===== src/rtl/hbridge_pwm_ctrl.sv =====
// hbridge_pwm_ctrl: four-switch H-bridge PWM with dead time, boundary shadowing, soft-start and fault latch
module hbridge_pwm_ctrl #(
    parameter int CNT_W     = 8,
    parameter int DT_W      = 4,
    parameter int RAMP_STEP = 16
) (
    input  logic             sys_clk,
    input  logic             rst_n,
    input  logic [CNT_W-1:0] duty,
    input  logic [1:0]       mode,
    input  logic [DT_W-1:0]  dead_time,
    input  logic             fault,
    input  logic             fault_clr,
    output logic             PWM_HIGH_1,
    output logic             PWM_LOW_1,
    output logic             PWM_HIGH_2,
    output logic             PWM_LOW_2,
    output logic             period_start,
    output logic             fault_latched
);
    localparam logic [1:0]       M_OFF   = 2'b00;
    localparam logic [1:0]       M_BUCK  = 2'b01;
    localparam logic [1:0]       M_BOOST = 2'b10;
    localparam logic [CNT_W-1:0] CNT_MAX = '1;

    typedef enum logic [1:0] {LEG_OFF, LEG_HI, LEG_LO} leg_t;

    logic [CNT_W-1:0] cnt, duty_eff, ramp_sat, ramp_next;
    logic [CNT_W:0]   ramp_sum;
    logic [1:0]       mode_sh;
    logic [DT_W-1:0]  dt_sh;
    logic             pwm_raw, boundary, trip;
    leg_t             tgt [2];
    leg_t             cur [2];
    logic [DT_W-1:0]  dt_cnt [2];
    logic [1:0]       hi, lo;

    assign boundary  = cnt == CNT_MAX;
    assign trip      = fault | fault_latched;
    assign ramp_sum  = {1'b0, duty_eff} + (CNT_W+1)'(RAMP_STEP);
    assign ramp_sat  = ramp_sum[CNT_W] ? CNT_MAX : ramp_sum[CNT_W-1:0];
    assign ramp_next = ramp_sat < duty ? ramp_sat : duty;

    assign tgt[0] = mode_sh == M_OFF ? LEG_OFF : (mode_sh == M_BOOST || pwm_raw) ? LEG_HI : LEG_LO;
    assign tgt[1] = mode_sh == M_OFF ? LEG_OFF : (mode_sh == M_BUCK || !pwm_raw) ? LEG_HI : LEG_LO;

    assign PWM_HIGH_1 = hi[0];
    assign PWM_LOW_1  = lo[0];
    assign PWM_HIGH_2 = hi[1];
    assign PWM_LOW_2  = lo[1];

    // Period counter, boundary shadow loads, soft-start ramp and fault latch
    always_ff @(posedge sys_clk or negedge rst_n) begin
        if (!rst_n) begin
            cnt           <= '0;
            mode_sh       <= M_OFF;
            dt_sh         <= '0;
            duty_eff      <= '0;
            pwm_raw       <= 1'b0;
            period_start  <= 1'b0;
            fault_latched <= 1'b0;
        end else begin
            cnt           <= cnt + 1'b1;
            period_start  <= boundary;
            pwm_raw       <= cnt < duty_eff;
            fault_latched <= fault | (fault_latched & ~fault_clr);
            if (boundary)
                dt_sh <= dead_time;
            if (trip) begin
                mode_sh  <= M_OFF;
                duty_eff <= '0;
            end else if (boundary) begin
                mode_sh  <= mode;
                duty_eff <= (mode == M_OFF || mode_sh == M_OFF) ? '0 : ramp_next;
            end
        end
    end

    // Per-leg dead-time sequencer: 0/0 for dt_sh cycles after any target change, immediate off
    always_ff @(posedge sys_clk or negedge rst_n) begin
        if (!rst_n) begin
            for (int k = 0; k < 2; k++) begin
                cur[k]    <= LEG_OFF;
                dt_cnt[k] <= '0;
            end
            hi <= '0;
            lo <= '0;
        end else begin
            for (int k = 0; k < 2; k++) begin
                if (trip || tgt[k] == LEG_OFF) begin
                    cur[k]    <= LEG_OFF;
                    dt_cnt[k] <= '0;
                    hi[k]     <= 1'b0;
                    lo[k]     <= 1'b0;
                end else if (tgt[k] != cur[k]) begin
                    cur[k]    <= tgt[k];
                    dt_cnt[k] <= dt_sh;
                    hi[k]     <= dt_sh == '0 && tgt[k] == LEG_HI;
                    lo[k]     <= dt_sh == '0 && tgt[k] == LEG_LO;
                end else begin
                    dt_cnt[k] <= dt_cnt[k] - DT_W'(dt_cnt[k] != '0);
                    hi[k]     <= dt_cnt[k][DT_W-1:1] == '0 && cur[k] == LEG_HI;
                    lo[k]     <= dt_cnt[k][DT_W-1:1] == '0 && cur[k] == LEG_LO;
                end
            end
        end
    end
endmodule


===== config.mk =====
export PLATFORM = sky130hd
export DESIGN_NAME = hbridge_pwm_ctrl
export DESIGN_NICKNAME = d
export VERILOG_FILES = /design/src/rtl/hbridge_pwm_ctrl.sv
export SDC_FILE = /design/constraint.sdc
export NUM_CORES = 1
export LEC_CHECK = 0
export ABC_AREA = 1
export CAP_MARGIN = 30
export CELL_PAD_IN_SITES_DETAIL_PLACEMENT = 2
export CELL_PAD_IN_SITES_GLOBAL_PLACEMENT = 2
export CORE_ASPECT_RATIO = 0.7
export CORE_UTILIZATION = 35
export CTS_BUF_LIST = sky130_fd_sc_hd__clkbuf_4
export DETAILED_ROUTE_END_ITERATION = 7
export GPL_TIMING_DRIVEN = 0
export PLACE_DENSITY_LB_ADDON = 0.05
export SYNTH_ARGS = -nofsm -noshare
export SYNTH_HDL_FRONTEND = slang
export SYNTH_SLANG_ARGS = --single-unit

===== constraint.sdc =====
create_clock -name sys_clk -period 2.8 [get_ports sys_clk]
set_input_delay 0.42 -clock sys_clk [delete_from_list [all_inputs] [get_ports sys_clk]]
set_output_delay 0.42 -clock sys_clk [all_outputs]
set_load 0.005 [all_outputs]

==> flow_summary.toml <==
[status]
run_status = "completed"

[cts]
clock_tree.root_cell = "sky130_fd_sc_hd__clkbuf_4"
post-cts-setup-buffers = 0
clk_latency_ns = 0.36
clk_pin_slew_ns = 0.13
clock_tree.htree_level_count = 2
cts_tree = "built"
cts_inserted_buffers = 5
clock-sinks = 41
clk_path_buf_depth = 2

[final_layout]
multi_input_comb_area_um2 = 1190
register_area_um2 = 1030
drive_gt1_share_pct = 7.76
area_delta_synth_final_pct = 18.0
most_frequent_cells_in_the_layout = "70 x sky130_fd_sc_hd__nand2_1, 47 x sky130_fd_sc_hd__inv_1, 41 x sky130_fd_sc_hd__dfrtp_1"
insertedDiodeCount = 0
finalNonFillerCells = 413
nNetsFinal = 359
fillers = 762
final_common_cell = "sky130_fd_sc_hd__nand2_1"
post-route-util_pct = 44.0

[placement]
io_buffers = 23
dpl_worst_slack_ns = 0.169
dp_hpwl_mm = 4.87
gpl_wtd_cong = 0.714
place_inst = 404

[sta]
setup_viol = 0
relative_slew_slack_pct = 63.1
rsz0062_at_grt = "no"
final_critical_path_setup_slack_ns = 0.328
timing.clock.skew_ns = 0.0119
timing.setup.tns_ns = 0
timing.final.hold_violations = 0
clock.fmax_ghz = 0.405
period_share_pct = 88.3
period_needed_ns = 2.47
timing_max_transition_violations_final = 0
max_slew.worst_pin.slew_ns = 0.553

[pwr]
p_per_area_nw_per_um2 = 343
leakagePower_nw = 1.38
ir_drop_v = 0.000198

[routing]
detail_route.wl_per_cell_um = 14.5
detailroute.via_count = 2004
drt-initial-drc-count = 19
drt_first_pass_iters = 2
wirelength_mm = 5.99
vias_per_cell = 4.85
route.detailed.drc = 0
drtAntennaViolNets = 0

[global_route]
grt_first_pass_wirelength_mm = 10.8
groute.usage.overall_pct = 19.6
maximum_number_of_pins_on_one_net_before_global_route_repair = 28
grt.overflow.total = 0
antenna_found_initial = 0
first_global_vias = 2230

[critical_path]
worstSetupPathDepth = 11
critical-path-max-stage-delay_ns = 0.47
cp-start-kind = "flop"
cp-startpoint = "duty_eff[4]"
timing.critical_path.to_type = "flop"
regToRegEndpoint = "duty_eff[1]"
crit_type = "flop to flop"
total_buffers_and_inverters_traversed_by_the_critical_path = 0
slowest_stage = "sky130_fd_sc_hd__dfrtp_1"
delay_heaviest_family_cp = "simple AND/OR/NAND/NOR gates"
cp.required_ns = 3.10
critPathCapture = "duty_eff[1]"
worstPathArrival_ns = 2.77
timing.rr.start = "duty_eff[4]"
crit_top_cell = "sky130_fd_sc_hd__nand2_1"
worstPathCellList = "ha_1 > nand3_2 > nand2_1 > ha_1 > a21oi_1 > nor2_1 > a211oi_4 > nand2_4 > nand2_1 > nand3_1 > nand2_1"
worst-r2r-setup-slack_ns = 0.33
peak_fanout_along_the_critical_path = 9
reg2reg_depth = 11

[floorplanning]
floorplan.core_area_um2 = 6430
die_x_um = 101
floorplan.rows = 24
die_area_um2 = 7180
initial_utilization_pct = 37.2
fp.dieH_um = 71.2
floorplan.io_pins = 24

[hold_path]
min-delay-path-class = "primary input to asynchronous set/reset pin"

[job]
max-cap-violations = 0

[logic_synthesis]
async_flop_share_pct = 100
yosysSeqAreaShare_pct = 42.9
synth.cell_area_um2 = 2390
post_synth_inst_count = 289
post_synthesis_register_bit_count = 41
synth_top_flop_cell = "sky130_fd_sc_hd__dfrtp_1"
post_synth_num_cell_types = 29
synth_enable_flop_cells = 0
synth_area_per_cell_um2 = 8.28
yosysWarningCount = 0
postSynthNetCount = 327
[through the flow]
step	hold WS, ns	power [mW]	instance area [um2]
finish	0.476	0.970	2830
global route	0.489	1.01	2830
CTS	0.481	0.978	2820
detailed placement	0.350	0.677	2750
global placement	0.465	0.673	2740
floorplan	0.124	0.627	2390
[cell usage after synthesis (2+ instances only)]
| cell | instances | area share [%] |
|---|---|---|
| sky130_fd_sc_hd__or2_2 | 2 | 0.52 |
| sky130_fd_sc_hd__a21oi_1 | 16 | 3.3 |
| sky130_fd_sc_hd__dfrtp_1 | 41 | 43 |
| sky130_fd_sc_hd__inv_1 | 47 | 7.4 |
| sky130_fd_sc_hd__a211oi_1 | 6 | 1.9 |
| sky130_fd_sc_hd__nand2_1 | 70 | 11 |
| sky130_fd_sc_hd__nor3_1 | 4 | 0.84 |
| sky130_fd_sc_hd__ha_1 | 20 | 10 |
| sky130_fd_sc_hd__nor2_1 | 21 | 3.3 |
| sky130_fd_sc_hd__inv_2 | 2 | 0.31 |
| sky130_fd_sc_hd__xnor2_1 | 5 | 1.8 |
| sky130_fd_sc_hd__nand3_1 | 22 | 4.6 |
| sky130_fd_sc_hd__nand4_1 | 3 | 0.78 |
| sky130_fd_sc_hd__xor2_1 | 8 | 2.9 |
| sky130_fd_sc_hd__nand2_2 | 2 | 0.52 |
| sky130_fd_sc_hd__o21ai_0 | 7 | 1.5 |
[logic make-up after synthesis]
logic type	share of synthesized area (%)
buffers and inverters	7.68
AOI/OAI and AO/OA	8.83
adders and majority gates	10.5
xor gates and xnor gates	4.76
DFF	42.9
and+or+nand+nor	25.4
[worst reg2reg max path, delay by kind of cell, from the launching register on]
kind,cells,cell delay [ns]
AO/OA/AOI/OAI,2,0.58
flip-flops,1,0.47
adder cells (fa/ha/maj),2,0.60
AND/OR/NAND/NOR,7,0.77
[how the worst min path moves through the flow]
stage                startpoint          end  slack [ns]  cells after the start
floorplan                 rst_n       cnt[0]        0.12                      0
global placement    duty_eff[2]  duty_eff[2]        0.47                      2
detailed placement        rst_n  duty_eff[7]        0.35                      1
CTS                       rst_n  duty_eff[7]        0.48                      2
global route              rst_n  duty_eff[7]        0.49                      2
finish                    rst_n     dt_sh[3]        0.48                      2
[layout make-up]
type                            instances  share of cell area (%)
Tap cell                               91                    4.03
Clock buffer                            5                    1.33
Multi-Input combinational cell        199                    42.2
Sequential cell                        41                    36.3
Clock inverter                          3                   0.620
Timing Repair Buffer                   25                    9.03
Inverter                               49                    6.51
[per-layer routing]
| layer | up-vias | track usage (%) | share of wire (%) |
|---|---|---|---|
| li1 | 990 | - | - |
| met4 | 0 | 4.35 | 0.97 |
| met1 | 984 | 29.5 | 56 |
| met2 | 23 | 29.1 | 40 |
| met5 | - | 0 | 0 |
| met3 | 7 | 3.66 | 2.5 |
[repair_timing]
action                                  4_1_cts  5_1_grt
endpoints found under the setup margin        0        8
resized for setup                             0        1
hold buffers                                  1        0
hold endpoints to repair                     14        0
[sequential cells by signal, summed over array words and instances (netlist names)]
| register | flops |
|---|---|
| lo | 2 |
| period_start | 1 |
| cnt | 8 |
| hi | 2 |
| duty_eff | 8 |
| dt_sh | 4 |
| cur | 4 |
| fault_latched | 1 |
| mode_sh | 2 |
| dt_cnt | 8 |
| pwm_raw | 1 |
[power breakdown]
part | internal, mW | switching [mW] | total [mW]
Sequential | 0.593 | 0.000771 | 0.594
Clock | 0.0949 | 0.209 | 0.304
Combinational | 0.0342 | 0.0375 | 0.0716
Power figures use the tool's default switching activity.
